**src/rtl/bcd_time_counter_pkg.sv**
```systemverilog
// Shared digit limits, the BCD time record and helpers for the time-of-day counter.
package bcd_time_counter_pkg;

  localparam int          NUM_DIGITS     = 6;
  localparam logic [3:0]  SEC_TENS_MAX   = 4'd5;
  localparam logic [3:0]  HOUR_TENS_MAX  = 4'd2;
  localparam logic [7:0]  HOUR_MAX       = 8'h23;
  localparam logic [7:0]  H12_NOON       = 8'h12;

  // Index 0 = seconds units ... 5 = hour tens
  localparam logic [NUM_DIGITS-1:0][3:0] DIGIT_MAX =
    {HOUR_TENS_MAX, 4'd9, SEC_TENS_MAX, 4'd9, SEC_TENS_MAX, 4'd9};

  typedef struct packed {
    logic [7:0] hh;
    logic [7:0] mm;
    logic [7:0] ss;
  } bcd_time_t;

  function automatic logic bcd_time_valid(input logic [23:0] t);
    return (t[3:0] <= 4'd9) && (t[7:4] <= SEC_TENS_MAX) &&
           (t[11:8] <= 4'd9) && (t[15:12] <= SEC_TENS_MAX) &&
           (t[19:16] <= 4'd9) && (t[23:20] <= 4'd9) &&
           (t[23:16] <= HOUR_MAX);
  endfunction

  function automatic logic [7:0] hour_to_12h(input logic [7:0] hh);
    logic [4:0] dec;
    dec = 5'(hh[7:4] * 10 + hh[3:0]);
    if (dec == 5'd0) return H12_NOON;
    if (dec > 5'd12) dec = dec - 5'd12;
    return {3'b000, dec >= 5'd10, (dec >= 5'd10) ? 4'(dec - 5'd10) : dec[3:0]};
  endfunction

endpackage

```
**src/rtl/bcd_time_counter_digit.sv**
```systemverilog
// One BCD digit: wraps at MAX, terminal count flags the carry into the next digit.
module bcd_digit #(
  parameter logic [3:0] MAX  = 4'd9,
  parameter logic [3:0] INIT = 4'd0
) (
  input  logic       clk,
  input  logic       rst,
  input  logic       clr,
  input  logic       ld,
  input  logic [3:0] ld_val,
  input  logic       en,
  output logic [3:0] q,
  output logic [3:0] d,
  output logic       tc
);

  assign tc = en && (q == MAX);

  // d is exposed so the top can compare against the post-advance value
  always_comb begin
    d = q;
    if (ld)       d = ld_val;
    else if (clr) d = '0;
    else if (en)  d = (q == MAX) ? 4'd0 : q + 4'd1;
  end

  always_ff @(posedge clk) begin
    if (rst) q <= INIT;
    else     q <= d;
  end

endmodule

```
**src/rtl/bcd_time_counter.sv**
```systemverilog
// hh:mm:ss BCD time-of-day counter: prescaler, six-digit cascade, validated load,
// 12h display view and alarm compare.
module bcd_time_counter
  import bcd_time_counter_pkg::*;
#(
  parameter int          TICKS_PER_SEC = 10,
  parameter logic [23:0] INIT_TIME     = 24'h000000,
  parameter bit          ALARM_PULSE   = 1'b1
) (
  input  logic        clk,
  input  logic        rst,
  input  logic        tick_en,
  input  logic        run,
  input  logic        load,
  input  logic [23:0] load_time,
  input  logic        mode_12h,
  input  logic        alarm_en,
  input  logic [23:0] alarm_time,
  input  logic        alarm_ack,
  output logic [23:0] time_bcd,
  output logic        pm,
  output logic        sec_pulse,
  output logic        day_wrap,
  output logic        alarm_hit,
  output logic        load_err
);

  localparam int            PW       = (TICKS_PER_SEC > 1) ? $clog2(TICKS_PER_SEC) : 1;
  localparam logic [PW-1:0] PRE_LAST = PW'(TICKS_PER_SEC - 1);

  logic [PW-1:0]                 presc;
  logic [NUM_DIGITS-1:0][3:0]    cur, nxt;
  logic [NUM_DIGITS-1:0]         en, tc;
  logic                          load_ok, adv, hour_wrap, alarm_match;
  logic                          unused_tc;
  bcd_time_t                     cur_t;
  logic [7:0]                    hh_disp;

  assign load_ok   = load && bcd_time_valid(load_time);
  // Any load request, even a rejected one, takes the cycle and suppresses the tick
  assign adv       = run && tick_en && (presc == PRE_LAST) && !load;
  assign en        = {tc[NUM_DIGITS-2:0], adv};
  assign hour_wrap = tc[3] && (cur[5:4] == HOUR_MAX);
  assign unused_tc = tc[NUM_DIGITS-1];

  for (genvar i = 0; i < NUM_DIGITS; i++) begin : g_digit
    bcd_digit #(
      .MAX  (DIGIT_MAX[i]),
      .INIT (INIT_TIME[4*i +: 4])
    ) u_digit (
      .clk    (clk),
      .rst    (rst),
      .clr    ((i >= 4) ? hour_wrap : 1'b0),
      .ld     (load_ok),
      .ld_val (load_time[4*i +: 4]),
      .en     (en[i]),
      .q      (cur[i]),
      .d      (nxt[i]),
      .tc     (tc[i])
    );
  end

  assign alarm_match = adv && alarm_en && bcd_time_valid(alarm_time) && (nxt == alarm_time);

  always_ff @(posedge clk) begin
    if (rst) begin
      presc     <= '0;
      sec_pulse <= 1'b0;
      day_wrap  <= 1'b0;
      alarm_hit <= 1'b0;
      load_err  <= 1'b0;
    end else begin
      if (load) begin
        if (load_ok) presc <= '0;
      end else if (run && tick_en) begin
        presc <= (presc == PRE_LAST) ? '0 : presc + 1'b1;
      end
      sec_pulse <= adv;
      day_wrap  <= hour_wrap;
      load_err  <= load && !load_ok;
      if (alarm_match)                              alarm_hit <= 1'b1;
      else if (ALARM_PULSE || alarm_ack || !alarm_en) alarm_hit <= 1'b0;
    end
  end

  assign cur_t    = cur;
  assign pm       = cur_t.hh >= H12_NOON;
  assign hh_disp  = mode_12h ? hour_to_12h(cur_t.hh) : cur_t.hh;
  assign time_bcd = {hh_disp, cur_t.mm, cur_t.ss};

endmodule
```
**config.mk**
```make
export PLATFORM = sky130hd
export DESIGN_NAME = bcd_time_counter
export DESIGN_NICKNAME = d
export VERILOG_FILES = /design/src/rtl/bcd_time_counter_pkg.sv /design/src/rtl/bcd_time_counter_digit.sv /design/src/rtl/bcd_time_counter.sv
export SDC_FILE = /design/constraint.sdc
export NUM_CORES = 1
export LEC_CHECK = 0
export ABC_AREA = 1
export ABC_CLOCK_PERIOD_IN_PS = 3100
export CAP_MARGIN = 20
export CORE_ASPECT_RATIO = 2
export CORE_UTILIZATION = 45
export CTS_CLUSTER_SIZE = 20
export DETAILED_ROUTE_END_ITERATION = 6
export GPL_ROUTABILITY_DRIVEN = 0
export PLACE_DENSITY = 0.89
export SYNTH_ARGS = -nofsm -noshare
export SYNTH_HDL_FRONTEND = slang
export SYNTH_SLANG_ARGS = --single-unit
```
**constraint.sdc**
```tcl
create_clock -name clk -period 3.1 [get_ports clk]
set_input_delay 0.62 -clock clk [delete_from_list [all_inputs] [get_ports clk]]
set_output_delay 0.62 -clock clk [all_outputs]
set_load 0.1 [all_outputs]
```
==> results.ini <==
[routing]
ant_nets = 0
wirelength_um = 10300
drtIter0Drc = 206
via_per_inst = 5.41
route.detailed.drc = 0
avgRoutedWirePerCell_um = 14.3
vias = 3871
drtPass1Iterations = 5

[clock_tree]
clockRootBuffer = clkbuf_16
worstSkewPairLatency_ps = 280
cts_buffer_depth = 2
cts_buffers = 5
cts_sinks = 32
htreeDepth = 2
clkTransAtPathRegs_ps = 50
cts_tree = yes

[setup_path]
rrSetupSlack_ps = 750
r2r-end = alarm_hit$_SDFF_PP0_
slowest_stage = dfxtp_4
crit_arrival_ps = 2910
start_kind = register
crit_buf_inv = 4
endpoint_kind = output port
rr_worst_depth = 16
cp_top_family = simple AND/OR/NAND/NOR gates
cp_data_required_time_ps = 2480
crit_type = register to output port
crit_path_cell_trace = ha_4 > ha_4 > nand2_2 > nand2_2 > a31oi_4 > inv_1 > nand2_1 > nand2_2 > inv_2 > nand2_1 > nand2_1 > o21ai_2 > ha_2 > nand2_1 > a21o_1 > nand2_2 > nand2_1 > nand3_1 > nand2_2 > clkinvlp_4 > buf_12
cp_slowest_stage_delay_ps = 370
crit_path_max_fanout = 4
worstReg2RegStart = presc[1]$_SDFFE_PP0P_

[global_routing]
grt_overflow = 0
grt_pass1_vias = 3864
use_met1 = 0.288
antenna_found_initial = 0
grt_max_degree = 28
grtUsageMet2 = 0.548
gr-usage-all-layers = 0.305
grtUsageMet3 = 0.0684
grt_pass1_wl_um = 16800
top_usage_layer = met2

[finish]
area_delta_synth_final_pct = 42.1
layout_commonest_cell = nand2_1
layout_common_cells = nand2_1, inv_1, nor2_1
diodes = 0
drive_gt1_frac = 0.194
nets = 694
num-fill-cells = 570
final_util = 0.671

[power_and_ir_drop]
p_leak_nw = 2.10
power.density_nw_per_um2 = 272
irDropWorstVdd_v = 0.000370
pwr-share-seq = 0.341
power_frac_comb = 0.157
switching_share = 0.235
p_int_w = 0.000931
p_sw_w = 0.000286
p_clk_frac = 0.502

[timing]
setup_viol = 4
rsz0062_at_grt = true
fin_worst_skew_ps = 2.20
hold_viol_final = 0
period_needed_ps = 3530
tightest_slew_ps = 410
fmax_mhz = 283
max_slew_margin = 0.724
final-max-slew-violation-count = 0
period_share = 1.14
worst_slack_ps = -429
fin_setup_tns_ps = -1490

[synthesis]
yosys_warnings = 0
syn_avg_cell_area_um2 = 5.85
syn-num-nets = 606
syn_inst = 539
synth_seq_area_share = 0.203
synth_area_um2 = 3150
ys_ff_latch = 32
synth_cell_types = 42

[worst_hold_path]
holdPathEnd = presc[0]$_SDFFE_PP0P_
hold_path.startpoint = presc[0]$_SDFFE_PP0P_
hold_class = register to register
whs_path_depth = 2

[place]
io_buffer_count = 83
dpl.hpwl_um = 8100

[floorplanning]
die_area_um2 = 7370
start_util = 0.472
die_w_um = 61.2
die_h_um = 120
pin_count = 85
rows = 42
coreArea_um2 = 6670

[status]
violations = negative setup slack
status = finished with violations

[run]
drv_cap = 0

==> synthesized netlist by cell type, drive strengths merged <==
library cell / number / share of area
a211oi: 1 / 0.0024
a21boi: 1 / 0.0024
a21o: 1 / 0.0024
a21oi: 20 / 0.032
a31oi: 1 / 0.0020
and3: 2 / 0.0040
buf: 20 / 0.044
clkbuf: 5 / 0.0060
clkinv: 1 / 0.0016
dfxtp: 32 / 0.20
fa: 1 / 0.0063
ha: 10 / 0.040
inv: 73 / 0.087
nand2: 170 / 0.21
nand3: 52 / 0.094
nand3b: 9 / 0.021
nand4: 6 / 0.017
nor2: 71 / 0.10
nor3: 9 / 0.017
nor3b: 1 / 0.0024
o2111ai: 1 / 0.0028
o211ai: 2 / 0.0048
o21ai: 32 / 0.053
o21bai: 2 / 0.0048
o22ai: 2 / 0.0040
o31ai: 1 / 0.0024
or2: 4 / 0.0079
xnor2: 3 / 0.0083
xor2: 6 / 0.017
==> kinds of logic after synthesis <==
| family | synth area share |
|---|---|
| xor+xnor | 0.0250 |
| compound gates | 0.113 |
| simple gates | 0.474 |
| buf+inv | 0.139 |
| flops | 0.203 |
| fa+ha+maj | 0.0460 |
==> worst max-delay path by stage <==
stage / slack, ps / end / from / depth (start not counted)
global placement: -60 / time_bcd[17] / g_digit[5].u_digit.q[0]$_SDFF_PP0_ / 21
finish: -430 / time_bcd[17] / g_digit[5].u_digit.q[0]$_SDFF_PP0_ / 21
global route: -550 / time_bcd[17] / g_digit[5].u_digit.q[0]$_SDFF_PP0_ / 21
floorplan: -120 / time_bcd[18] / g_digit[5].u_digit.q[1]$_SDFF_PP0_ / 14
CTS: -430 / time_bcd[17] / g_digit[5].u_digit.q[0]$_SDFF_PP0_ / 21
detailed placement: -220 / time_bcd[17] / g_digit[5].u_digit.q[2]$_SDFF_PP0_ / 21
==> routing by layer <==
layer,vias up,wire length (um),part of all wire
met5,-,0,0
met4,0,517,0.050
met3,47,522,0.051
met2,172,5900,0.58
met1,1779,3310,0.32
li1,1873,-,-
==> power groups by stage <==
stage	Clock (W)	Sequential, W	Combinational [W]
5_1_grt	0.000633	0.000416	0.000203
4_1_cts	0.000614	0.000416	0.000188
3_3_place_gp	0	0.000424	0.000182
6_report	0.000611	0.000416	0.000191
3_5_place_dp	0	0.000424	0.000186
2_1_floorplan	0	0.000429	0.0000714
==> worst min-delay path, delay by kind of cell, from the launching register on <==
kind / cells / cell delay [ps]
DFF: 1 / 330
and+or+nand+nor: 1 / 80
AOI/OAI and AO/OA: 1 / 50
==> sequential cells by signal (all words and copies together) (netlist names) <==
register and count:
sec_pulse 1, presc 4, g_digit.u_digit.q 24, alarm_hit 1, day_wrap 1, load_err 1
==> metrics by stage <==
stage	power [W]	cells	instance area, um2	setup WS [ps]	hold slack (ps)
finish	0.00122	716	4480	-429	514
global route	0.00125	716	4480	-552	544
floorplan	0.000501	539	3260	-124	474
detailed placement	0.000610	706	4230	-218	506
CTS	0.00122	715	4460	-427	514
global placement	0.000607	706	4230	-55.8	487
==> area by class of cell <==
type,instances,area (um2),share of cell area
multi-input cells,408,2220,0.495
repair buffers,106,1030,0.231
well taps,88,110,0.0246
flip-flops and latches,32,648,0.145
clock buffers,7,153,0.0341
inverters,74,287,0.0639
clock inverters,1,30.0,0.00670
==> repair_timing <==
item | CTS | global route
hold buffers | 0 | 0
gates resized for setup | 15 | 2
pin swaps | 12 | 6
setup buffers | 1 | 1
setup endpoints to repair | 4 | 4
Power figures use the tool's default switching activity.
